[config.mk]
export PLATFORM = sky130hd
export DESIGN_NAME = spi_ram_arbiter
export DESIGN_NICKNAME = d
export VERILOG_FILES = /design/src/rtl/spi_ram_arbiter.sv
export SDC_FILE = /design/constraint.sdc
export NUM_CORES = 1
export LEC_CHECK = 0
export CAP_MARGIN = 10
export CORE_MARGIN = 5
export CORE_UTILIZATION = 37
export CTS_CLUSTER_DIAMETER = 60
export DETAILED_ROUTE_END_ITERATION = 10
export PLACE_DENSITY = 0.78
export SYNTH_ARGS = -nofsm -noshare
export SYNTH_HDL_FRONTEND = slang
export SYNTH_SLANG_ARGS = --single-unit
[constraint.sdc]
create_clock -name clk -period 1.5 [get_ports clk]
set_clock_uncertainty 0.15 [all_clocks]
set_input_delay 0.3 -clock clk [delete_from_list [all_inputs] [get_ports clk]]
set_output_delay 0.3 -clock clk [all_outputs]
set_load 0.02 [all_outputs]
[src/rtl/spi_ram_arbiter.sv]
// Two-requester arbiter for the single-port SPI RAM command interface, locking the grant per transaction.
// Optional read-response timeout is built when ARB_TIMEOUT_EN is defined.
module spi_ram_arbiter #(
  parameter int unsigned DATA_W  = 8,
  parameter int unsigned TIMEOUT = 15
) (
  input  logic              clk,
  input  logic              rst,
  input  logic [DATA_W+1:0] req0_data,
  input  logic              req0_valid,
  output logic              req0_ready,
  output logic [DATA_W-1:0] req0_rdata,
  output logic              req0_rvalid,
  input  logic [DATA_W+1:0] req1_data,
  input  logic              req1_valid,
  output logic              req1_ready,
  output logic [DATA_W-1:0] req1_rdata,
  output logic              req1_rvalid,
  output logic [DATA_W+1:0] ram_din,
  output logic              ram_rx_valid,
  input  logic [DATA_W-1:0] ram_dout,
  input  logic              ram_tx_valid,
  output logic              rd_timeout
);

  localparam int unsigned CMD_W = DATA_W + 2;

  typedef enum logic [1:0] {
    IDLE    = 2'd0,
    OWN     = 2'd1,
    WAIT_RD = 2'd2
  } state_t;

  state_t state, state_nxt;
  logic owner, owner_nxt;
  logic last_grant, last_grant_nxt;

  logic [CMD_W-1:0]  own_data;
  logic              own_valid;
  logic [1:0]        own_cmd;
  logic              accept;
  logic              rsp_fire;
  logic              to_fire;
  logic              rsp_done;
  logic [DATA_W-1:0] rsp_data;

  // Owner-side request mux and transaction events
  always_comb begin
    own_data  = owner ? req1_data : req0_data;
    own_valid = owner ? req1_valid : req0_valid;
    own_cmd   = own_data[CMD_W-1:CMD_W-2];
    accept    = (state == OWN) && own_valid;
    rsp_fire  = (state == WAIT_RD) && ram_tx_valid;
    rsp_done  = rsp_fire || to_fire;
    rsp_data  = rsp_fire ? ram_dout : '0;
  end

  // Readies follow the grant directly so the owner can stream a word per cycle
  always_comb begin
    req0_ready = (state == OWN) && !owner;
    req1_ready = (state == OWN) && owner;
  end

`ifdef ARB_TIMEOUT_EN
  localparam int unsigned CNT_W = $clog2(TIMEOUT + 1);

  logic [CNT_W-1:0] wait_cnt;

  // Held at zero outside WAIT_RD, so it is cleared on every entry
  always_ff @(posedge clk) begin
    if (rst) begin
      wait_cnt <= '0;
    end else if (state != WAIT_RD) begin
      wait_cnt <= '0;
    end else begin
      wait_cnt <= wait_cnt + CNT_W'(1);
    end
  end

  // A response in the final cycle takes priority over the timeout
  assign to_fire = (state == WAIT_RD) && !ram_tx_valid &&
                   (wait_cnt == CNT_W'(TIMEOUT - 1));
`else
  assign to_fire = 1'b0;
`endif

  always_ff @(posedge clk) begin
    if (rst) begin
      state      <= IDLE;
      owner      <= 1'b0;
      last_grant <= 1'b1;
    end else begin
      state      <= state_nxt;
      owner      <= owner_nxt;
      last_grant <= last_grant_nxt;
    end
  end

  always_comb begin
    state_nxt      = state;
    owner_nxt      = owner;
    last_grant_nxt = last_grant;
    unique case (state)
      IDLE: begin
        if (req0_valid || req1_valid) begin
          state_nxt      = OWN;
          owner_nxt      = (req0_valid && req1_valid) ? !last_grant : req1_valid;
          last_grant_nxt = owner_nxt;
        end
      end
      OWN: begin
        if (accept) begin
          if (own_cmd == 2'b01) begin
            state_nxt = IDLE;
          end else if (own_cmd == 2'b11) begin
            state_nxt = WAIT_RD;
          end
        end
      end
      WAIT_RD: begin
        if (rsp_done) begin
          state_nxt = IDLE;
        end
      end
      default: begin
        state_nxt = IDLE;
      end
    endcase
  end

  // Registered RAM command path and read-data return
  always_ff @(posedge clk) begin
    if (rst) begin
      ram_din      <= '0;
      ram_rx_valid <= 1'b0;
      req0_rdata   <= '0;
      req0_rvalid  <= 1'b0;
      req1_rdata   <= '0;
      req1_rvalid  <= 1'b0;
      rd_timeout   <= 1'b0;
    end else begin
      ram_rx_valid <= accept;
      if (accept) begin
        ram_din <= own_data;
      end
      req0_rvalid <= rsp_done && !owner;
      req1_rvalid <= rsp_done && owner;
      if (rsp_done && !owner) begin
        req0_rdata <= rsp_data;
      end
      if (rsp_done && owner) begin
        req1_rdata <= rsp_data;
      end
      rd_timeout <= to_fire;
    end
  end

endmodule

## Yosys cells after proc, flatten, opt, wreduce, memory -nomap -nowiden

Index checks and enable logic that the tools add are counted.
W data, S select, Z words.

| storage, ports and cells | value |
|---|---|
| flip-flop bits (word level) | 33 |
| output and inout port bits | 32 |

| operators by class | value |
|---|---|
| eq/ne operators | 8 |
| mux-type cells | 10 |
| reductions and logical operators | 13 |

Operators with widths:

| kind | count |
|---|---|
| $mux W10 | 1 |
| $mux W2 | 5 |
| $mux W8 | 1 |
| $logic_and A1 B1 Y1 | 7 |
| $ne A2 B2 Y1 const B | 3 |
| $pmux W2 S3 | 1 |
| $eq A2 B1 Y1 const B | 2 |
| $eq A2 B2 Y1 const B | 2 |
| $reduce_and A4 Y1 | 1 |
| $ne A3 B1 Y1 const B | 1 |
| $logic_not A1 Y1 | 2 |
| $logic_not A2 Y1 | 1 |
| $mux W1 | 2 |
| $reduce_and A2 Y1 | 1 |
| $logic_or A1 B1 Y1 | 1 |

## Depth between registers and ports, before layout

| logic depth | value |
|---|---|
| depth after elaboration | 6 |
| mapped depth | 5 |

## Least setup slack after synthesis

No wires, ideal clock.

| path | value |
|---|---|
| path type | reg-to-output |
| start | register state[0] |
| end | output req1_ready |
| arrival | 1023 ps |
| path slack | 27 ps |
| stages on the path, launching flop included | 5 |
| cell sequence | dfxtp_1 buf_6 nor2b_2 buf_2 and2_1 |

| between the ends | value |
|---|---|
| word-level cells in the longest chain between the ends | 2 |

Ends and longest elaborated chain:

| what | RTL line | source |
|---|---|---|
| start: declaration | 34 | `state_t state, state_nxt;` |
| start signal: assignment | 93 | `state <= state_nxt;` |
| $eq A2 B1 Y1 | 61 | `req1_ready = (state == OWN) && owner;` |
| $logic_and A1 B1 Y1 | 61 |  |
| end: declaration | 16 | `output logic req1_ready,` |

No other way between the ends.

## Worst setup path in the final report

Ends and elaborated chain as after synthesis.

==> qor.yml <==
layout:
  ff_latch_area_um2: 666.9
  multiInputGateArea_um2: 745.7
  antenna_cells: 0
  finalNetCount: 266
  layout-drive-gt1-share: 0.2265
  instances_no_fill: 282
  syn_to_final_growth_pct: 61.37
  fillCellCount: 330
placement:
  dp_hpwl_mm: 2.966
  dp.cells: 271
  dpl_worst_slack_ns: -0.2651
  gp_congestion: 0.7859
  numPortBuffers: 63
grt:
  grt_pass1_wl_mm: 6.078
  grt_pass1_vias: 1278
  grt_max_degree: 14
  globalRouteTotalUtil: 0.1494
  overflow: 0
  antenna_found_initial: 0
drt:
  num_vias: 1375
  post_drt_wl_per_cell_um: 13.93
  drtIter0Drc: 94
  firstDrtPassIters: 4
  drc: 0
  wirelength_mm: 3.929
  ant_nets: 0
  viasPerCell: 4.876
worst_hold_path:
  worstHoldPathType: "flip-flop to flip-flop"
  min_path_cells: 2
synth:
  netlist_instances: 157
  yosysMostFrequentCell: "nand2_1"
  ys.flop_type: "dfxtp_1"
  syn_nets: 190
  syn_area_um2: 1458
  synth.top_cell.area_share: 0.4532
  synth_common_cells: "34 x nand2_1, 33 x dfxtp_1, 26 x a21oi_1"
  synth_seq_cells: 33
  synth_async_sr_flop_share: 0
  synth_enable_flop_cells: 0
  yosys.area.top_type: "dfxtp_1"
  synth_cell_types: 34
  synth_area_per_cell_um2: 9.284
  yosysSeqAreaShare: 0.4532
  synthTopCellsByArea: "dfxtp_1 45%, a21oi_1 8.9%, nand2_1 8.8%, a211oi_2 8.6%, mux2i_1 6.9%"
  yosys_warnings: 0
clocking:
  htree_levels: 2
  root_buffer: "clkbuf_8"
  cts_tree: "yes"
  insertion_delay_ns: 0.28
  clock-sinks: 33
  cts_made_buffers: 5
  cts_buffer_depth: 2
  clkTransAtPathRegs_ns: 0.07
sta:
  setup_viol: 0
  setup_ws_ns: 0.001268
  fin_crit_ns: 1.499
  max_freq_mhz: 667.2
  rsz0062_at_grt: "true"
  finalHoldViolCount: 0
  final.period_utilization: 0.9992
  fin_setup_tns_ns: 0
  drv_slew: 0
  holdWs_ns: 0.3004
setup_path:
  critPathRequiredTime_ns: 1.05
  path_cells: "nor2b_4 > and2_4 > buf_6"
  r2r_cells: 3
  cpPeakStageDelay_ns: 0.37
  criticalPathCategory: "flip-flop to output pin"
  worst-path-max-fanout: 3
  cp.arrival_ns: 1.05
  startpoint_type: "flip-flop"
  end_kind: "output pin"
  crit_path_top_delay_cell: "dfxtp_2"
floorplan:
  chipWidth_um: 72.77
  initial_utilization: 0.3894
  die_h_um: 72.77
  die_area_um2: 5295
  rows: 22
  core_um2: 3744
  ios: 65
run_status:
  outcome: "completed"
power_and_ir_drop:
  p_per_area_nw_per_um2: 996.9
  irDropWorstVdd_v: 0.0006340
  p_total_mw: 2.345
  leakage_nw: 1.002
job:
  cap_violations: 0
==> cells by family after synthesis <==
family	Yosys count	synth area share
multiplexers	11	0.07897
AND/OR/NAND/NOR	54	0.1888
buffers and inverters	16	0.06866
AO/OA/AOI/OAI	42	0.2077
flip-flops	33	0.4532
other	1	0.002573
==> sequential cells by signal (all words and copies together) (netlist names) <==
name / cells
last_grant: 1
owner: 1
ram_din: 10
ram_rx_valid: 1
req0_rdata: 8
req0_rvalid: 1
req1_rdata: 8
req1_rvalid: 1
state: 2
==> worst max-delay path, delay by kind of cell, from the launching register on <==
family,cells,cell delay [ns]
and+or+nand+nor,2,0.29
DFF,1,0.37
buffers and inverters,1,0.11
==> stage by stage <==
| stage | area (um^2) | utilization |
|---|---|---|
| floorplan | 1458 | - |
| global placement | 2187 | 0.5842 |
| finish | 2352 | 0.6283 |
| global route | 2352 | 0.6283 |
| detailed placement | 2187 | 0.5842 |
| CTS | 2290 | 0.6116 |
==> placed cells by master (no fill, tap or decap), types with 2 or more instances in the layout <==
cell / instances
a211oi_2: 10
a21oi_1: 26
and2_4: 3
buf_4: 19
buf_6: 2
bufinv_16: 2
clkbuf_8: 5
clkdlybuf4s50_1: 31
dfxtp_1: 30
dfxtp_2: 2
dlygate4sd2_1: 29
mux2i_1: 10
nand2_1: 34
nor2_1: 4
==> cell type report <==
cell class / instances / share of cell area
Multi-Input combinational cell: 110 / 0.3170
Inverter: 1 / 0.001596
Clock buffer: 5 / 0.02926
Clock inverter: 3 / 0.02766
Sequential cell: 33 / 0.2835
Timing Repair Buffer: 82 / 0.3154
Tap cell: 48 / 0.02553
==> worst paths after layout <==
path	from	endpoint	slack, ns
worst max register to register	state[0]$_SDFFE_PP0P_	last_grant$_SDFFE_PP1P_	0.05
worst min-delay path	req0_rdata[2]$_SDFFE_PP0P_	req0_rdata[2]$_SDFFE_PP0P_	0.30
worst max-delay path	state[0]$_SDFFE_PP0P_	req1_ready	0.001
worst min register to register	req0_rdata[2]$_SDFFE_PP0P_	req0_rdata[2]$_SDFFE_PP0P_	0.30
==> repair_timing <==
action                     4_1_cts  5_1_grt
pin swaps                        0        3
setup endpoints to repair       42       14
hold buffers                     0        0
setup buffers                    0        1
resized for setup               42       12
cloned                           0        2
==> power by group <==
group / switching (mW) / total (mW) / internal (mW) / leakage, nW
Clock: 0.326 / 0.986 / 0.660 / 0.0681
Sequential: 0.0231 / 0.934 / 0.911 / 0.270
Combinational: 0.200 / 0.424 / 0.225 / 0.664
Total: 0.549 / 2.35 / 1.80 / 1.00
==> per-layer routing <==
layer / routed length [um] / track usage
met4: 128 / 0.08607
met5: 0 / 0
met1: 1730 / 0.1901
met2: 1963 / 0.2345
met3: 106 / 0.02893
(Power assumes the default switching activity.)
